===== config.mk =====
export PLATFORM = sky130hd
export DESIGN_NAME = endat22_slave_emu_flat
export DESIGN_NICKNAME = d
export VERILOG_FILES = /design/src/rtl/endat22_slave_emu_pkg.sv /design/src/rtl/endat22_slave_emu_if.sv /design/src/rtl/endat22_slave_emu_crc5.sv /design/src/rtl/endat22_slave_emu.sv /design/src/flat_wrapper.sv
export SDC_FILE = /design/constraint.sdc
export NUM_CORES = 1
export LEC_CHECK = 0
export CAP_MARGIN = 20
export CORE_MARGIN = 4
export CORE_UTILIZATION = 30
export CTS_BUF_LIST = sky130_fd_sc_hd__clkbuf_2
export DETAILED_ROUTE_END_ITERATION = 12
export SKIP_LAST_GASP = 1
export SYNTH_ARGS = -nofsm -noshare
export SYNTH_HDL_FRONTEND = slang
export SYNTH_HIERARCHICAL = 1
export SYNTH_SLANG_ARGS = --single-unit

===== constraint.sdc =====
create_clock -name enc_clk -period 3.47 [get_ports enc_clk]
set_clock_uncertainty 0.1 [all_clocks]
set_input_delay 0.694 -clock enc_clk [delete_from_list [all_inputs] [get_ports enc_clk]]
set_output_delay 0.694 -clock enc_clk [all_outputs]
set_load 0.1 [all_outputs]

===== src/rtl/endat22_slave_emu_pkg.sv =====
// -----------------------------------------------------------------------------
// endat_pkg
// Shared definitions for the EnDat 2.2 slave emulator and, later, the master.
//   MODE_POS_READ  : mode command answered with a position frame
//   CRC_POLY_DEF   : low bits of the CRC-5 generator x^5+x^3+x+1
//   CRC_INIT       : CRC preset loaded at the start of every frame
//   POS_MAX        : width of the position source bus
//   endat_state_t  : FSM state encoding (legacy-compatible constants)
//   crc5_step()    : one serial CRC-5 update for a single data bit
// -----------------------------------------------------------------------------
package endat_pkg;

    localparam logic [5:0] MODE_POS_READ = 6'b000111;
    localparam logic [4:0] CRC_POLY_DEF  = 5'b01011;
    localparam logic [4:0] CRC_INIT      = 5'b11111;
    localparam int         POS_MAX       = 26;

    typedef logic [3:0] endat_state_t;

    localparam endat_state_t ST_IDLE   = 4'd0;
    localparam endat_state_t ST_T_WAIT = 4'd1;
    localparam endat_state_t ST_MODE   = 4'd2;
    localparam endat_state_t ST_CALC   = 4'd3;
    localparam endat_state_t ST_START  = 4'd4;
    localparam endat_state_t ST_ALARM  = 4'd5;
    localparam endat_state_t ST_POS    = 4'd6;
    localparam endat_state_t ST_CRC    = 4'd7;
    localparam endat_state_t ST_RECOV  = 4'd8;

    // Feedback is the outgoing MSB xor the new data bit.
    function automatic logic [4:0] crc5_step(input logic [4:0] crc,
                                             input logic       din,
                                             input logic [4:0] poly);
        logic fb;
        fb = crc[4] ^ din;
        return {crc[3:0], 1'b0} ^ (fb ? poly : 5'b00000);
    endfunction

endpackage


===== src/rtl/endat22_slave_emu_if.sv =====
// -----------------------------------------------------------------------------
// endat22_slave_emu_if
// EnDat line bundle between position master and encoder (slave).
//   clk_en    : master clock burst active (0 = line idle)
//   enc_wr    : direction, 1 = master drives mode bits
//   enc_tdata : mode bit from master, valid when enc_wr = 1
//   enc_data  : data line from slave to master, idle high
// -----------------------------------------------------------------------------
interface endat22_slave_emu_if;

    logic clk_en;
    logic enc_wr;
    logic enc_tdata;
    logic enc_data;

    modport master (
        output clk_en,
        output enc_wr,
        output enc_tdata,
        input  enc_data
    );

    modport slave (
        input  clk_en,
        input  enc_wr,
        input  enc_tdata,
        output enc_data
    );

endinterface


===== src/rtl/endat22_slave_emu_crc5.sv =====
// -----------------------------------------------------------------------------
// endat_crc5
// Serial CRC-5 LFSR. init presets to CRC_INIT, enable advances by one bit.
//   enc_clk  in  clock, rising edge
//   rst_n    in  asynchronous active-low reset (crc -> 0)
//   init     in  load preset (has priority over enable)
//   enable   in  absorb din this cycle
//   din      in  serial data bit
//   crc      out current remainder, crc[4] = highest-order bit
// -----------------------------------------------------------------------------
module endat_crc5
    import endat_pkg::*;
#(
    parameter logic [4:0] POLY = CRC_POLY_DEF
) (
    input  logic       enc_clk,
    input  logic       rst_n,
    input  logic       init,
    input  logic       enable,
    input  logic       din,
    output logic [4:0] crc
);

    always_ff @(posedge enc_clk or negedge rst_n) begin
        if (!rst_n) begin
            crc <= 5'b00000;
        end else if (init) begin
            crc <= CRC_INIT;
        end else if (enable) begin
            crc <= crc5_step(crc, din, POLY);
        end
    end

endmodule


===== src/rtl/endat22_slave_emu.sv =====
// -----------------------------------------------------------------------------
// endat22_slave_emu
// EnDat 2.2 encoder-side emulator. Receives the 6-bit mode command and, for
// "read position", answers with start bit, alarm, POS_BITS position bits LSB
// first and the inverted CRC-5, MSB first.
//   enc_clk     in   master's EnDat clock, rising edge
//   rst_n       in   asynchronous active-low reset
//   bus         if   slave side of the EnDat line (clk_en/enc_wr/enc_tdata in,
//                    enc_data out)
//   pos_in      in   position source, bits [POS_BITS-1:0] used
//   alarm_in    in   alarm flag reported in the frame
//   busy        out  high from first clk_en cycle until back in IDLE
//   frame_done  out  1-cycle pulse after the last CRC bit
//   cmd_err     out  1-cycle pulse on an unsupported mode command
//   cmd_last    out  last received mode command
//
// state    | meaning
// ---------+-----------------------------------------------------------
// IDLE     | line idle high, waiting for clk_en
// T_WAIT   | 2 cycles before the mode bits
// MODE     | shifting in 6 mode bits (enc_wr=1 cycles only)
// CALC     | enc_data low for CALC_CYC cycles (position calculation)
// START    | start bit (1)
// ALARM    | alarm bit, first bit into the CRC
// POS      | POS_BITS position bits, LSB first
// CRC      | 5 inverted CRC bits, MSB first
// RECOV    | enc_data low RECOV_CYC cycles, then high until clk_en drops
// -----------------------------------------------------------------------------
module endat22_slave_emu
    import endat_pkg::*;
#(
    parameter int         POS_BITS  = 19,
    parameter int         CALC_CYC  = 3,
    parameter int         RECOV_CYC = 8,
    parameter logic [4:0] CRC_POLY  = CRC_POLY_DEF
) (
    input  logic                enc_clk,
    input  logic                rst_n,
    endat22_slave_emu_if.slave  bus,
    input  logic [POS_MAX-1:0]  pos_in,
    input  logic                alarm_in,
    output logic                busy,
    output logic                frame_done,
    output logic                cmd_err,
    output logic [5:0]          cmd_last
);

    localparam int MAX_A   = (POS_BITS > CALC_CYC) ? POS_BITS : CALC_CYC;
    localparam int MAX_B   = (MAX_A > RECOV_CYC) ? MAX_A : RECOV_CYC;
    localparam int MAX_CNT = (MAX_B > 5) ? MAX_B : 5;
    localparam int CNT_W   = $clog2(MAX_CNT + 1);

    localparam logic [CNT_W-1:0] TWAIT_LD = CNT_W'(1);
    localparam logic [CNT_W-1:0] CALC_LD  = CNT_W'(CALC_CYC - 1);
    localparam logic [CNT_W-1:0] POS_LD   = CNT_W'(POS_BITS - 1);
    localparam logic [CNT_W-1:0] CRC_LD   = CNT_W'(4);
    // RECOV loads the full count: the line reads 0 while cnt != 0, so the
    // low phase lasts exactly RECOV_CYC cycles before the terminal count.
    localparam logic [CNT_W-1:0] RECOV_LD = CNT_W'(RECOV_CYC);

    endat_state_t      state;
    logic [CNT_W-1:0]  cnt;
    logic [2:0]        mode_cnt;
    logic [5:0]        cmd_sr;
    // Frame payload with the alarm in bit 0 so a plain right shift emits
    // alarm first, then the position LSB first.
    logic [POS_BITS:0] sreg;
    logic [4:0]        crc;

    logic [5:0]        cmd_next;
    logic              mode_last;
    logic              cmd_ok;
    logic              abort;
    logic              crc_init;
    logic              crc_en;
    logic              crc_din;
    logic              cnt_zero;
    logic              unused_pos;

    assign cmd_next   = {cmd_sr[4:0], bus.enc_tdata};
    assign mode_last  = (state == ST_MODE) && bus.clk_en && bus.enc_wr &&
                        (mode_cnt == 3'd5);
    assign cmd_ok     = (cmd_next == MODE_POS_READ);
    assign abort      = !bus.clk_en && (state != ST_IDLE) && (state != ST_RECOV);
    assign cnt_zero   = (cnt == '0);
    assign busy       = (state != ST_IDLE);
    assign unused_pos = ^pos_in;

    // During CRC output the LFSR is reused as a plain left shifter: feeding
    // din = crc[4] cancels the feedback, leaving {crc[3:0],0}.
    assign crc_init = mode_last && cmd_ok;
    assign crc_en   = bus.clk_en &&
                      ((state == ST_ALARM) || (state == ST_POS) || (state == ST_CRC));
    assign crc_din  = (state == ST_CRC) ? crc[4] : sreg[0];

    endat_crc5 #(
        .POLY (CRC_POLY)
    ) u_crc (
        .enc_clk (enc_clk),
        .rst_n   (rst_n),
        .init    (crc_init),
        .enable  (crc_en),
        .din     (crc_din),
        .crc     (crc)
    );

    always_ff @(posedge enc_clk or negedge rst_n) begin
        if (!rst_n) begin
            state      <= ST_IDLE;
            cnt        <= '0;
            mode_cnt   <= 3'd0;
            cmd_sr     <= 6'd0;
            sreg       <= '0;
            cmd_last   <= 6'd0;
            frame_done <= 1'b0;
            cmd_err    <= 1'b0;
        end else begin
            frame_done <= 1'b0;
            cmd_err    <= 1'b0;
            if (abort) begin
                state <= ST_RECOV;
                cnt   <= RECOV_LD;
            end else begin
                case (state)
                    ST_IDLE: begin
                        if (bus.clk_en) begin
                            state    <= ST_T_WAIT;
                            cnt      <= TWAIT_LD;
                            mode_cnt <= 3'd0;
                        end
                    end
                    ST_T_WAIT: begin
                        if (cnt_zero) state <= ST_MODE;
                        else          cnt   <= cnt - 1'b1;
                    end
                    ST_MODE: begin
                        if (bus.enc_wr) begin
                            cmd_sr   <= cmd_next;
                            mode_cnt <= mode_cnt + 3'd1;
                            if (mode_last) begin
                                cmd_last <= cmd_next;
                                if (cmd_ok) begin
                                    state <= ST_CALC;
                                    cnt   <= CALC_LD;
                                    sreg  <= {pos_in[POS_BITS-1:0], alarm_in};
                                end else begin
                                    cmd_err <= 1'b1;
                                    state   <= ST_RECOV;
                                    cnt     <= RECOV_LD;
                                end
                            end
                        end
                    end
                    ST_CALC: begin
                        if (cnt_zero) state <= ST_START;
                        else          cnt   <= cnt - 1'b1;
                    end
                    ST_START: begin
                        state <= ST_ALARM;
                    end
                    ST_ALARM: begin
                        sreg  <= {1'b0, sreg[POS_BITS:1]};
                        state <= ST_POS;
                        cnt   <= POS_LD;
                    end
                    ST_POS: begin
                        sreg <= {1'b0, sreg[POS_BITS:1]};
                        if (cnt_zero) begin
                            state <= ST_CRC;
                            cnt   <= CRC_LD;
                        end else begin
                            cnt <= cnt - 1'b1;
                        end
                    end
                    ST_CRC: begin
                        if (cnt_zero) begin
                            state      <= ST_RECOV;
                            cnt        <= RECOV_LD;
                            frame_done <= 1'b1;
                        end else begin
                            cnt <= cnt - 1'b1;
                        end
                    end
                    ST_RECOV: begin
                        if (!cnt_zero)        cnt   <= cnt - 1'b1;
                        else if (!bus.clk_en) state <= ST_IDLE;
                    end
                    default: begin
                        state <= ST_IDLE;
                    end
                endcase
            end
        end
    end

    // Line value is decoded from state so an async reset forces it high at once.
    always_comb begin
        bus.enc_data = 1'b1;
        case (state)
            ST_CALC:  bus.enc_data = 1'b0;
            ST_ALARM: bus.enc_data = sreg[0];
            ST_POS:   bus.enc_data = sreg[0];
            ST_CRC:   bus.enc_data = ~crc[4];
            ST_RECOV: bus.enc_data = cnt_zero;
            default:  bus.enc_data = 1'b1;
        endcase
    end

endmodule

===== src/flat_wrapper.sv =====
// flat-port wrapper written by rule: the top's interface ports become plain ports
module endat22_slave_emu_flat import endat_pkg::*;
#(
    parameter int         POS_BITS  = 19,
    parameter int         CALC_CYC  = 3,
    parameter int         RECOV_CYC = 8,
    parameter logic [4:0] CRC_POLY  = CRC_POLY_DEF
)
  (enc_clk, rst_n, pos_in, alarm_in, busy, frame_done, cmd_err, cmd_last, bus_clk_en, bus_enc_wr, bus_enc_tdata, bus_enc_data);
  endat22_slave_emu_if bus_i ();
  input  logic enc_clk;
  input  logic rst_n;
  input  logic [POS_MAX-1:0] pos_in;
  input  logic alarm_in;
  output logic busy;
  output logic frame_done;
  output logic cmd_err;
  output logic [5:0] cmd_last;
  input wire logic [$bits(bus_i.clk_en)-1:0] bus_clk_en;
  input wire logic [$bits(bus_i.enc_wr)-1:0] bus_enc_wr;
  input wire logic [$bits(bus_i.enc_tdata)-1:0] bus_enc_tdata;
  output wire logic [$bits(bus_i.enc_data)-1:0] bus_enc_data;
  assign bus_i.clk_en = bus_clk_en;
  assign bus_i.enc_wr = bus_enc_wr;
  assign bus_i.enc_tdata = bus_enc_tdata;
  assign bus_enc_data = bus_i.enc_data;
  endat22_slave_emu #(.POS_BITS(POS_BITS), .CALC_CYC(CALC_CYC), .RECOV_CYC(RECOV_CYC), .CRC_POLY(CRC_POLY)) u_core (.enc_clk(enc_clk), .rst_n(rst_n), .bus(bus_i), .pos_in(pos_in), .alarm_in(alarm_in), .busy(busy), .frame_done(frame_done), .cmd_err(cmd_err), .cmd_last(cmd_last));
endmodule

# Word-level counts from Yosys, hierarchy flattened
# Cells that the tools add are included.
dict set report op_classes {
  addsub 2
  eq_ne 25
  muxes 41
  bitwise_logic 4
  n_reduce_logical 25
}
# op count
set ops {}
lappend ops {{two-way mux 20 bit} 3}
lappend ops {{two-way mux 4 bit} 13}
lappend ops {{two-way mux 5 bit} 9}
lappend ops {{case mux 20 bit (2 select lines)} 1}
lappend ops {{case mux 4 bit (9 select lines)} 1}
lappend ops {{case mux 5 bit (6 select lines)} 1}
lappend ops {{!= test 3 x 1 -> 1 bit (second input constant)} 6}
lappend ops {{== test 4 x 3 -> 1 bit (second input constant)} 4}
lappend ops {{!= test 3 x 2 -> 1 bit (second input constant)} 4}
lappend ops {{AND reduction 5 bit} 2}
lappend ops {{two-way mux 1 bit} 9}
lappend ops {{AND reduction 9 bit} 1}
lappend ops {{== test 4 x 2 -> 1 bit (second input constant)} 2}
lappend ops {{AND reduction 4 bit} 2}
lappend ops {{logical AND 1 bit} 7}
lappend ops {{nonzero test 7 bit} 1}
lappend ops {{== test 6 x 3 -> 1 bit (second input constant)} 1}
lappend ops {{two-way mux 3 bit} 2}
lappend ops {{case mux 3 bit (2 select lines)} 1}
lappend ops {{nonzero test 2 bit} 3}
lappend ops {{logical NOT 5 bit} 1}
lappend ops {{subtractor 5 x 1 -> 5 bit (second input constant)} 1}
lappend ops {{bitwise XOR 5 x 4 -> 5 bit} 1}
lappend ops {{== test 4 x 1 -> 1 bit (second input constant)} 1}
lappend ops {{other kinds (16)} 20}
dict set report word_totals {
  regBits 50
  input_bits 32
  out_inout_bits 10
  wordCells 106
}

# Longest topological paths before layout
# Gate-level depths: netlist (run 1).
dict set report logic_depth {
  depth_word 8
  ltp_mapped 8
  mapped_depth_nobuf 8
}

# Hierarchy
# The synthesis (run 1) kept the hierarchy.
# mod n_inst cells_per_inst area_each_um2 seq_area_each_um2
set by_module_without_submodules {}
lappend by_module_without_submodules {endat22_slave_emu 1 231 2528.7 1126.1}
lappend by_module_without_submodules {endat_crc5 1 19 261.5 125.1}

# Least setup slack after synthesis (run 1)
# Ideal clock, no wire load.
dict set report synth_path {
  path_kind {register to output}
  start {register u_core.state[0]}
  end {output port bus_enc_data}
  arrival_time_ns 2.459
  t_required_ns 2.676
  path_slack_ns 0.217
  stages_incl_launch_ff 5
  path_buffers 2
  path_cell_list {dfrtp_1 > buf_2 > buf_1 > nand3_1 > o211ai_1}
}
dict set report synth_between {
  elab_chain_len 3
  elab_cells_between_ends 7
  classes_between {5 x eq/ne; 1 x mux; 1 x reduce/logical}
}
# item line_no
set synth_rtl {}
lappend synth_rtl {{start, declared} endat22_slave_emu.sv:61} ;# endat_state_t state;
lappend synth_rtl {{start signal, assigned} endat22_slave_emu.sv:109} ;# state <= ST_IDLE;
lappend synth_rtl {{start signal, assigned} endat22_slave_emu.sv:121} ;# state <= ST_RECOV;
lappend synth_rtl {{start signal, assigned} endat22_slave_emu.sv:127} ;# state <= ST_T_WAIT;
lappend synth_rtl {{== test 4 x 3 -> 1 bit} endat22_slave_emu.sv:199} ;# case (state)
lappend synth_rtl {{OR reduction 2 bit (no source line)} --}
lappend synth_rtl {{case mux 1 bit (4 select lines) *} endat22_slave_emu.sv:199}
lappend synth_rtl {{end, declared} flat_wrapper.sv:22} ;# output wire logic [$bits(bus_i.enc_data)-1:0] bus_enc_data;
# Every way passes the cells marked *; elsewhere a longest branch is shown, timed or not.

# Worst setup path in the final report (run 1)
dict set report layout_path {
  start {register u_core.cnt[0]}
  end {output port bus_enc_data}
}
dict set report layout_between {
  elab_chain_len 2
}
# item line_no
set layout_rtl {}
lappend layout_rtl {{start, declared} endat22_slave_emu.sv:62} ;# logic [CNT_W-1:0] cnt;
lappend layout_rtl {{start signal, assigned} endat22_slave_emu.sv:134} ;# else cnt <= cnt - 1'b1;
lappend layout_rtl {{start signal, assigned} endat22_slave_emu.sv:156} ;# else cnt <= cnt - 1'b1;
lappend layout_rtl {{start signal, assigned} endat22_slave_emu.sv:172} ;# cnt <= cnt - 1'b1;
lappend layout_rtl {{logical NOT 5 bit} endat22_slave_emu.sv:85} ;# assign cnt_zero = (cnt == '0);
lappend layout_rtl {{case mux 1 bit (4 select lines)} endat22_slave_emu.sv:199}
# Every way passes these cells.

==> results of run 1 <==
-- cells in the final DEF, fill, tap and decap left out, types with 3 or more instances in the layout --
cell / synthesis / layout
mux2_2: 51 / 51
dfrtp_1: 50 / 50
clkdlybuf4s50_1: 0 / 23
o21ai_0: 16 / 15
buf_4: 0 / 14
inv_1: 12 / 12
nor2_1: 11 / 11
nor2b_1: 10 / 10
nand2_1: 10 / 10
a21oi_1: 8 / 8
clkbuf_2: 0 / 5
a211o_1: 5 / 5
nand3_1: 3 / 3
nor3_1: 3 / 3
o211ai_1: 3 / 3
o22ai_1: 3 / 3
a22o_1: 3 / 3
ha_1: 3 / 3
-- final cells by class --
type | instances | area, um2 | share of cell area (%)
multi-input cells | 173 | 1420 | 43.2
well taps | 108 | 135 | 4.12
clock inverters | 3 | 28.8 | 0.878
inverters | 12 | 45.0 | 1.37
flip-flops and latches | 50 | 1250 | 38.2
repair buffers | 40 | 375 | 11.5
clock buffers | 5 | 25.0 | 0.763
-- worst min-delay path by stage --
| stage | from | endpoint | slack [ns] | cells past startpoint |
|---|---|---|---|---|
| 5_1_grt | rst_n | u_core/cmd_last[5]$_DFFE_PN0P_ | 0.03 | 1 |
| 4_1_cts | rst_n | u_core/cmd_last[5]$_DFFE_PN0P_ | 0.01 | 1 |
| 3_5_place_dp | u_core/u_crc/crc[1]$_DFFE_PN0P_ | u_core/u_crc/crc[2]$_DFFE_PN0P_ | 0.37 | 1 |
| 6_report | rst_n | u_core/cmd_last[5]$_DFFE_PN0P_ | 0.04 | 1 |
| 2_1_floorplan | rst_n | u_core/cmd_err$_DFF_PN0_ | 0.30 | 0 |
| 3_3_place_gp | u_core/u_crc/crc[3]$_DFFE_PN0P_ | u_core/u_crc/crc[4]$_DFFE_PN0P_ | 0.37 | 1 |
-- routing by layer --
layer / routed length, um / global-route usage, %
met1: 2510 / 13.8
met2: 2600 / 16.7
met3: 304 / 2.48
met4: 56 / 3.89
met5: 0 / 0
-- through the flow --
step	area, um2	instances	setup WS (ns)	hold slack (ns)	total power [uW]
floorplan	2790	250	0.217	0.298	1590
CTS	3260	390	0.0581	0.0127	2100
global placement	3210	382	0.355	0.369	1810
detailed placement	3210	382	0.385	0.366	1820
finish	3280	391	0.226	0.0411	2080
global route	3280	391	0.0137	0.0256	2250
-- sequential cells by signal, summed over array words and instances (netlist names) --
register           cells
u_core/sreg           20
u_core/cmd_last        6
u_core/cmd_sr          5
u_core/cnt             5
u_core/u_crc/crc       5
u_core/state           4
u_core/mode_cnt        3
u_core/cmd_err         1
u_core/frame_done      1
-- where the power goes --
| group | internal [uW] | leakage, uW | total [uW] | switching (uW) |
|---|---|---|---|---|
| logic | 424 | 0.000820 | 927 | 503 |
| clock network | 60.0 | 0.0000355 | 264 | 204 |
| registers | 731 | 0.000680 | 892 | 162 |
| total | 1210 | 0.00154 | 2080 | 870 |
-- Yosys cell counts (2+ instances only) --
cell	instances	area share (%)
or3b_2	2	0.63
a22o_1	3	0.94
buf_6	3	1.2
a211oi_1	2	0.54
o211ai_1	3	0.81
a211o_1	5	1.6
nor3_1	3	0.54
o21ai_0	16	2.9
nand2_1	10	1.3
nand3_1	3	0.54
a32oi_1	2	0.63
and2_1	2	0.45
xor3_1	2	1.7
ha_1	3	1.3
o21a_1	2	0.54
nor2b_1	10	2.2
buf_2	4	0.72
dfrtp_1	50	45
o22ai_1	3	0.67
mux2_2	51	21
a21oi_1	8	1.4
clkbuf_1	7	0.94
nor2_1	11	1.5
o32ai_1	2	0.63
inv_1	12	1.6
nand2b_1	2	0.45
nor3b_1	2	0.54
and3_1	2	0.45
o2111ai_1	2	0.63
or4_1	2	0.54
-- kinds of logic (layout without fill, tap and decap cells) --
kind of cell | after synthesis | count (layout)
XOR/XNOR | 3 | 3
AND/OR/NAND/NOR | 57 | 57
AO/OA/AOI/OAI | 57 | 57
adder cells (fa/ha/maj) | 3 | 3
flip-flops | 50 | 50
multiplexers | 53 | 53
buffers and inverters | 27 | 60
-- worst max-delay path: cells and delay by family, from the launching register on --
kind	cells	cell delay, ns
compound gates	1	0.22
fa+ha+maj	1	0.20
buf+inv	2	0.33
flops	1	0.46
simple gates	3	0.81
==> flow_summary.ini, run 1 <==
[floorplanning]
rows = 34
core-area_mm2 = 0.00889
dieWidth_um = 104
die_h_um = 104
io_pins = 42
initial_utilization_pct = 31.4
die_area_mm2 = 0.0109

[logic_synthesis]
yosysWarnings = 6
syn-num-nets = 285
synthSimpleGateAreaFrac_pct = 11.7
synthArstFlopShare_pct = 100
synthAdderAreaFrac_pct = 1.35
synth_compound_area_share_pct = 14.1
ys.flop_type = dfrtp_1
synth_seq_cells = 50
synth_xor_area_share_pct = 2.02
yosysUniqueCellTypes = 51
synth_top_family_by_area = multiplexers
netlist_area_mm2 = 0.00279
syn_avg_cell_area_um2 = 11.2
synth-edff-count = 0
muxShareOfSynthArea_pct = 21.3
synth_cells = 250
yosysSeqAreaShare_pct = 44.8

[setup_path]
worstSetupEndpoint = bus_enc_data
reg2reg_depth = 5
worstReg2RegEnd = u_core/cnt[2]$_DFFE_PN0P_
cp.required_ns = 2.68
crit_arrival_ns = 2.45
crit_chain = inv_1 > ha_1 > or4b_4 > nor2_1 > nand2_1 > o211ai_1 > buf_12
setup.worst_path.class = reg2out
r2r-start = u_core/state[0]$_DFFE_PN0P_
cp-startpoint = u_core/cnt[0]$_DFFE_PN0P_
critPathMaxFanout = 12
endpoint_kind = output port
crit_slowest_cell = or4b_4
start_kind = flip-flop
r2r_setup_slack_ns = 0.75
crit_path_max_incr_delay_ns = 0.56

[routing]
first_pass_iters = 5
avgRoutedWirePerCell_um = 14.0
wl_um = 5480
num_vias = 2007
drt_iter0_drc = 75
ant_nets = 0
via_per_inst = 5.13
drcViolationCount = 0

[flow_run]
max_cap_viol_count = 0

[clock_tree]
clk_pin_slew_ns = 0.29
cts_resized = 0
numCtsBuffers = 5
cts_tree = built
clkSinkCount = 50
clk_latency_ns = 0.44
hold_buffers = 0
post-cts-setup-buffers = 0
max-clock-path-buffers = 2
htreeDepth = 2
root_buffer = clkbuf_2

[cells_and_area]
syn_to_final_growth_pct = 17.5
drive_above_1_share_pct = 29.7
fin_nets = 317
antenna_cells = 0
fin_util_pct = 36.9
fillers = 888

[sta]
hold_viol = 0
period_needed_ns = 3.24
relSlewSlack_pct = 35.7
setup_violations = 0
rsz0062_at_grt = false
max_freq_mhz = 308
maxSlewViolCount = 0
fin_tns_setup_ns = 0
worst-slew-pin-transition_ns = 0.959
fin_crit_sh_pct = 93.5

[power]
ir_drop_mv = 0.203
p_leak_uw = 0.00154
powerDensity_mw_per_mm2 = 636

[placed_design]
hpwlAfterDp_um = 3970
gp_congestion = 0.783
io_buffers = 34

[global_routing]
antenna_found_initial = 0
grt_util_all_layers_pct = 10.5
overflow = 0
grt_max_degree = 31
grt_pass1_vias = 2034
grt_first_pass_wirelength_um = 9550

[worst_hold_path]
hold_class = in2async

[outcome]
status = completed
Note: power is estimated with default switching activity, not from simulation.
==> inputs of run 2 (changes only) <==
--- a/config.mk
+++ b/config.mk
@@ -5,7 +5,7 @@
 export SDC_FILE = /design/constraint.sdc
 export NUM_CORES = 1
 export LEC_CHECK = 0
-export CAP_MARGIN = 20
+export CAP_MARGIN = 30
 export CORE_MARGIN = 4
 export CORE_UTILIZATION = 30
 export CTS_BUF_LIST = sky130_fd_sc_hd__clkbuf_2
==> flow_summary.ini, run 2 (synthesized netlist as in run 1, its figures left out) <==
[sta]
relSlewSlack_pct = 34.6
setup_violations = 0
max_freq_mhz = 309
hold_viol = 0
fin_crit_sh_pct = 93.3
worst-slew-pin-transition_ns = 0.975
period_needed_ns = 3.24
rsz0062_at_grt = false
holdWs_ns = 0.0391
maxSlewViolCount = 0
fin_tns_setup_ns = 0

[routing]
drcViolationCount = 0
first_pass_iters = 4
wl_um = 5540
via_per_inst = 5.21
ant_nets = 0
avgRoutedWirePerCell_um = 14.2
drt_iter0_drc = 121
num_vias = 2038

[setup_path]
critPathMaxFanout = 12
crit_arrival_ns = 2.44
cp.required_ns = 2.68
endpoint_kind = output port
setup.worst_path.class = reg2out
start_kind = flip-flop

[placed_design]
io_buffers = 34
hpwlAfterDp_um = 4010
gp_congestion = 0.783
placed_cells = 383

[floorplanning]
io_pins = 42
core-area_mm2 = 0.00889
rows = 34
initial_utilization_pct = 31.4
die_h_um = 104
die_area_mm2 = 0.0109
dieWidth_um = 104

[power]
p_int_uw = 1210
switching_share_pct = 41.8
p_comb_share_pct = 44.5
p_leak_uw = 0.00154
power.share.clock_pct = 12.6
ir_drop_mv = 0.262
switchingPower_uw = 871
power_frac_seq_pct = 42.9
powerDensity_mw_per_mm2 = 636

[outcome]
status = completed

[global_routing]
grt_first_pass_wirelength_um = 9540
grt_max_degree = 31
antenna_found_initial = 0
overflow = 0
grt_util_all_layers_pct = 10.5
grt_pass1_vias = 2002

[clock_tree]
numCtsBuffers = 5
max-clock-path-buffers = 2
clk_pin_slew_ns = 0.29
htreeDepth = 2
cts_resized = 0
post-cts-setup-buffers = 0
root_buffer = clkbuf_2
cts_tree = built
clkSinkCount = 50
clk_latency_ns = 0.44
hold_buffers = 0

[cells_and_area]
layout.cells.most_common = mux2_2
layout_common_cells = mux2_2, dfrtp_1, clkdlybuf4s50_1
fin_nets = 317
syn_to_final_growth_pct = 17.5
antenna_cells = 0
reg_top3 = u_core/sreg (20), u_core/cmd_last (6)
drive_above_1_share_pct = 29.7
largest_reg_flops = 20
final_cells = 391
largest_register = u_core/sreg

[worst_hold_path]
hold_class = in2async

[flow_run]
max_cap_viol_count = 0
## run 2: metal layers
metal / GRT usage (%) / up-vias / wire length, um / share of wire (%)
li1: - / 987 / - / -
met1: 14.0 / 1001 / 2600 / 47
met2: 16.3 / 45 / 2620 / 47
met3: 2.98 / 5 / 271 / 4.9
met4: 3.80 / 0 / 51 / 0.92
met5: 0 / - / 0 / 0
## run 2: final timing paths
path	startpoint	endpoint	slack, ns	depth (start not counted)
worst min register to register	u_core/u_crc/crc[1]$_DFFE_PN0P_	u_core/u_crc/crc[2]$_DFFE_PN0P_	0.40	1
worst max register to register	u_core/state[0]$_DFFE_PN0P_	u_core/cnt[2]$_DFFE_PN0P_	0.69	5
worst min-delay path	rst_n	u_core/cmd_last[5]$_DFFE_PN0P_	0.04	1
min in group enc_clk	u_core/u_crc/crc[1]$_DFFE_PN0P_	u_core/u_crc/crc[2]$_DFFE_PN0P_	0.40	1
worst max-delay path	u_core/cnt[0]$_DFFE_PN0P_	bus_enc_data	0.23	7
max in group asynchronous	rst_n	u_core/u_crc/crc[0]$_DFFE_PN0P_	2.45	2
## run 2: metrics by stage
stage,total power (uW),util (%),instance area (um2),setup WS [ns]
global route,2260,36.9,3280,0.0204
CTS,2100,36.8,3270,0.0536
floorplan,1590,-,2790,0.217
detailed placement,1820,36.2,3220,0.354
global placement,1810,36.1,3210,0.355
finish,2080,36.9,3280,0.234
## run 2: cell type report
class | instances | area (um2)
inverters | 12 | 45.0
multi-input cells | 173 | 1420
flip-flops and latches | 50 | 1250
clock inverters | 3 | 28.8
well taps | 108 | 135
repair buffers | 40 | 375
clock buffers | 5 | 25.0
fillers | 887 | 5610
## run 2: worst max-delay path, stage by stage, from the launching register on
cell and delay [ns]:
dfrtp_1 0.46, inv_1 0.10, ha_1 0.20, or4b_4 0.56
nor2_1 0.15, nand2_1 0.10, o211ai_1 0.22, buf_12 0.23
## run 2: power by group through the flow
stage	Clock (uW)	Sequential, uW	Combinational, uW
finish	263	894	928
CTS	282	891	922
global placement	0	899	908
detailed placement	0	903	920
floorplan	0	816	778
global route	305	922	1030
==> inputs of run 3 (changes only) <==
--- a/config.mk
+++ b/config.mk
@@ -10,6 +10,7 @@
 export CORE_UTILIZATION = 30
 export CTS_BUF_LIST = sky130_fd_sc_hd__clkbuf_2
 export DETAILED_ROUTE_END_ITERATION = 12
+export DONT_BUFFER_PORTS = 1
 export SKIP_LAST_GASP = 1
 export SYNTH_ARGS = -nofsm -noshare
 export SYNTH_HDL_FRONTEND = slang
==> flow_summary.ini, run 3 (synthesized netlist as in run 1, its figures left out) <==
[global_routing]
grt_first_pass_wirelength_um = 9470
grt_util_all_layers_pct = 10.5
antenna_found_initial = 0
globalRoute.busiestLayer = met2
use_met2_pct = 17.2
grt_pass1_vias = 1991
overflow = 0
grtUsageMet1_pct = 13.2
grtUsageMet3_pct = 3.04
grt_max_degree = 51

[clock_tree]
max-clock-path-buffers = 2
root_buffer = clkbuf_2
htreeDepth = 2
clk_latency_ns = 0.43
numCtsBuffers = 5
clk_pin_slew_ns = 0.29
cts_tree = built
clkSinkCount = 50

[sta]
maxSlewViolCount = 0
fin_tns_setup_ns = 0
setup_violations = 0
hold_viol = 0
period_needed_ns = 3.25
max_freq_mhz = 308
rsz0062_at_grt = false
fin_crit_sh_pct = 93.6
worst-slew-pin-transition_ns = 0.964
relSlewSlack_pct = 35.4

[placed_design]
gp_congestion = 0.787
hpwlAfterDp_um = 3920
io_buffers = 0

[outcome]
status = completed

[worst_hold_path]
worstHoldPathCells = 2
min_from = bus_clk_en
hold_class = in2reg

[cells_and_area]
antenna_cells = 0
reg_top3 = u_core/sreg (20), u_core/cmd_last (6)
largest_reg_flops = 20
largest_register = u_core/sreg
layout_common_cells = mux2_2, dfrtp_1, o21ai_0
layout.cells.most_common = mux2_2
fin_nets = 285
fin_util_pct = 33.8
drive_above_1_share_pct = 29.5
syn_to_final_growth_pct = 7.71

[setup_path]
crit_arrival_ns = 2.45
cp.required_ns = 2.68
endpoint_kind = output port
reg2reg_depth = 6
start_kind = flip-flop
r2r-start = u_core/state[2]$_DFFE_PN0P_
setup.worst_path.class = reg2out
cp-startpoint = u_core/cnt[0]$_DFFE_PN0P_
critPathMaxFanout = 12

[power]
switching_share_pct = 41.8
ir_drop_mv = 0.255
p_comb_share_pct = 45.4
switchingPower_uw = 869
power_frac_seq_pct = 42.1
p_int_uw = 1210
p_total_uw = 2080
powerDensity_mw_per_mm2 = 692
p_leak_uw = 0.00140
power.share.clock_pct = 12.5

[floorplanning]
die_h_um = 104
core-area_mm2 = 0.00889
initial_utilization_pct = 31.4
io_pins = 42
dieWidth_um = 104
rows = 34
die_area_mm2 = 0.0109

[routing]
drt_iter0_drc = 162
drcViolationCount = 0
num_vias = 1880
ant_nets = 0
via_per_inst = 5.24
wl_um = 5540
first_pass_iters = 4
avgRoutedWirePerCell_um = 15.4

[flow_run]
max_cap_viol_count = 0
## run 3: final timing paths
path / end / slack, ns
worst max-delay path: bus_enc_data / 0.22
worst min-delay path: u_core/state[2]$_DFFE_PN0P_ / 0.28
worst max register to register: u_core/sreg[16]$_DFFE_PN0P_ / 0.64
worst min register to register: u_core/u_crc/crc[2]$_DFFE_PN0P_ / 0.42
max in group asynchronous: u_core/cnt[4]$_DFFE_PN0P_ / 2.41
min in group asynchronous: u_core/cmd_last[5]$_DFFE_PN0P_ / 0.61
## run 3: stage by stage
step / area (um2) / hold WS (ns) / setup WS, ns / instances
final: 3010 / 0.282 / 0.223 / 359
after global routing: 3010 / 0.179 / 0.0282 / 359
after CTS: 3000 / 0.242 / 0.0121 / 359
after detailed placement: 2910 / 0.301 / 0.555 / 349
after global placement: 2910 / 0.301 / 0.579 / 349
after floorplan: 2790 / 0.298 / 0.217 / 250
## run 3: repair_timing
action | in CTS | in global routing
buffers inserted | 0 | 0
setup endpoints to repair | 0 | 1
hold endpoints to repair | 50 | 0
hold buffers | 2 | 0
gates resized for setup | 0 | 1
## run 3: metal layers
| layer | vias to the layer above | wire, um |
|---|---|---|
| li1 | 916 | - |
| met3 | 6 | 300 |
| met4 | 0 | 70 |
| met2 | 42 | 2590 |
| met1 | 916 | 2580 |
| met5 | - | 0 |
## run 3: power by group through the flow
| stage | Combinational (uW) | Clock [uW] | Sequential (uW) |
|---|---|---|---|
| after global routing | 1040 | 310 | 900 |
| after global placement | 904 | 0 | 878 |
| after CTS | 940 | 277 | 872 |
| after detailed placement | 923 | 0 | 885 |
| after floorplan | 778 | 0 | 816 |
| final | 944 | 259 | 875 |
## run 3: layout make-up
class / count / area, um2
Tap cell: 108 / 135
Clock inverter: 3 / 28.8
Timing Repair Buffer: 8 / 103
Clock buffer: 5 / 25.0
Sequential cell: 50 / 1250
Multi-Input combinational cell: 173 / 1420
Inverter: 12 / 45.0
Fill cell: 882 / 5890
## run 3: critical path, stage by stage (launching register included)
cell and delay, ns:
dfrtp_1 0.45, inv_1 0.09, ha_1 0.20, or4b_4 0.56, nor2_1 0.16, nand2_1 0.09, o211ai_1 0.26, buf_16 0.23
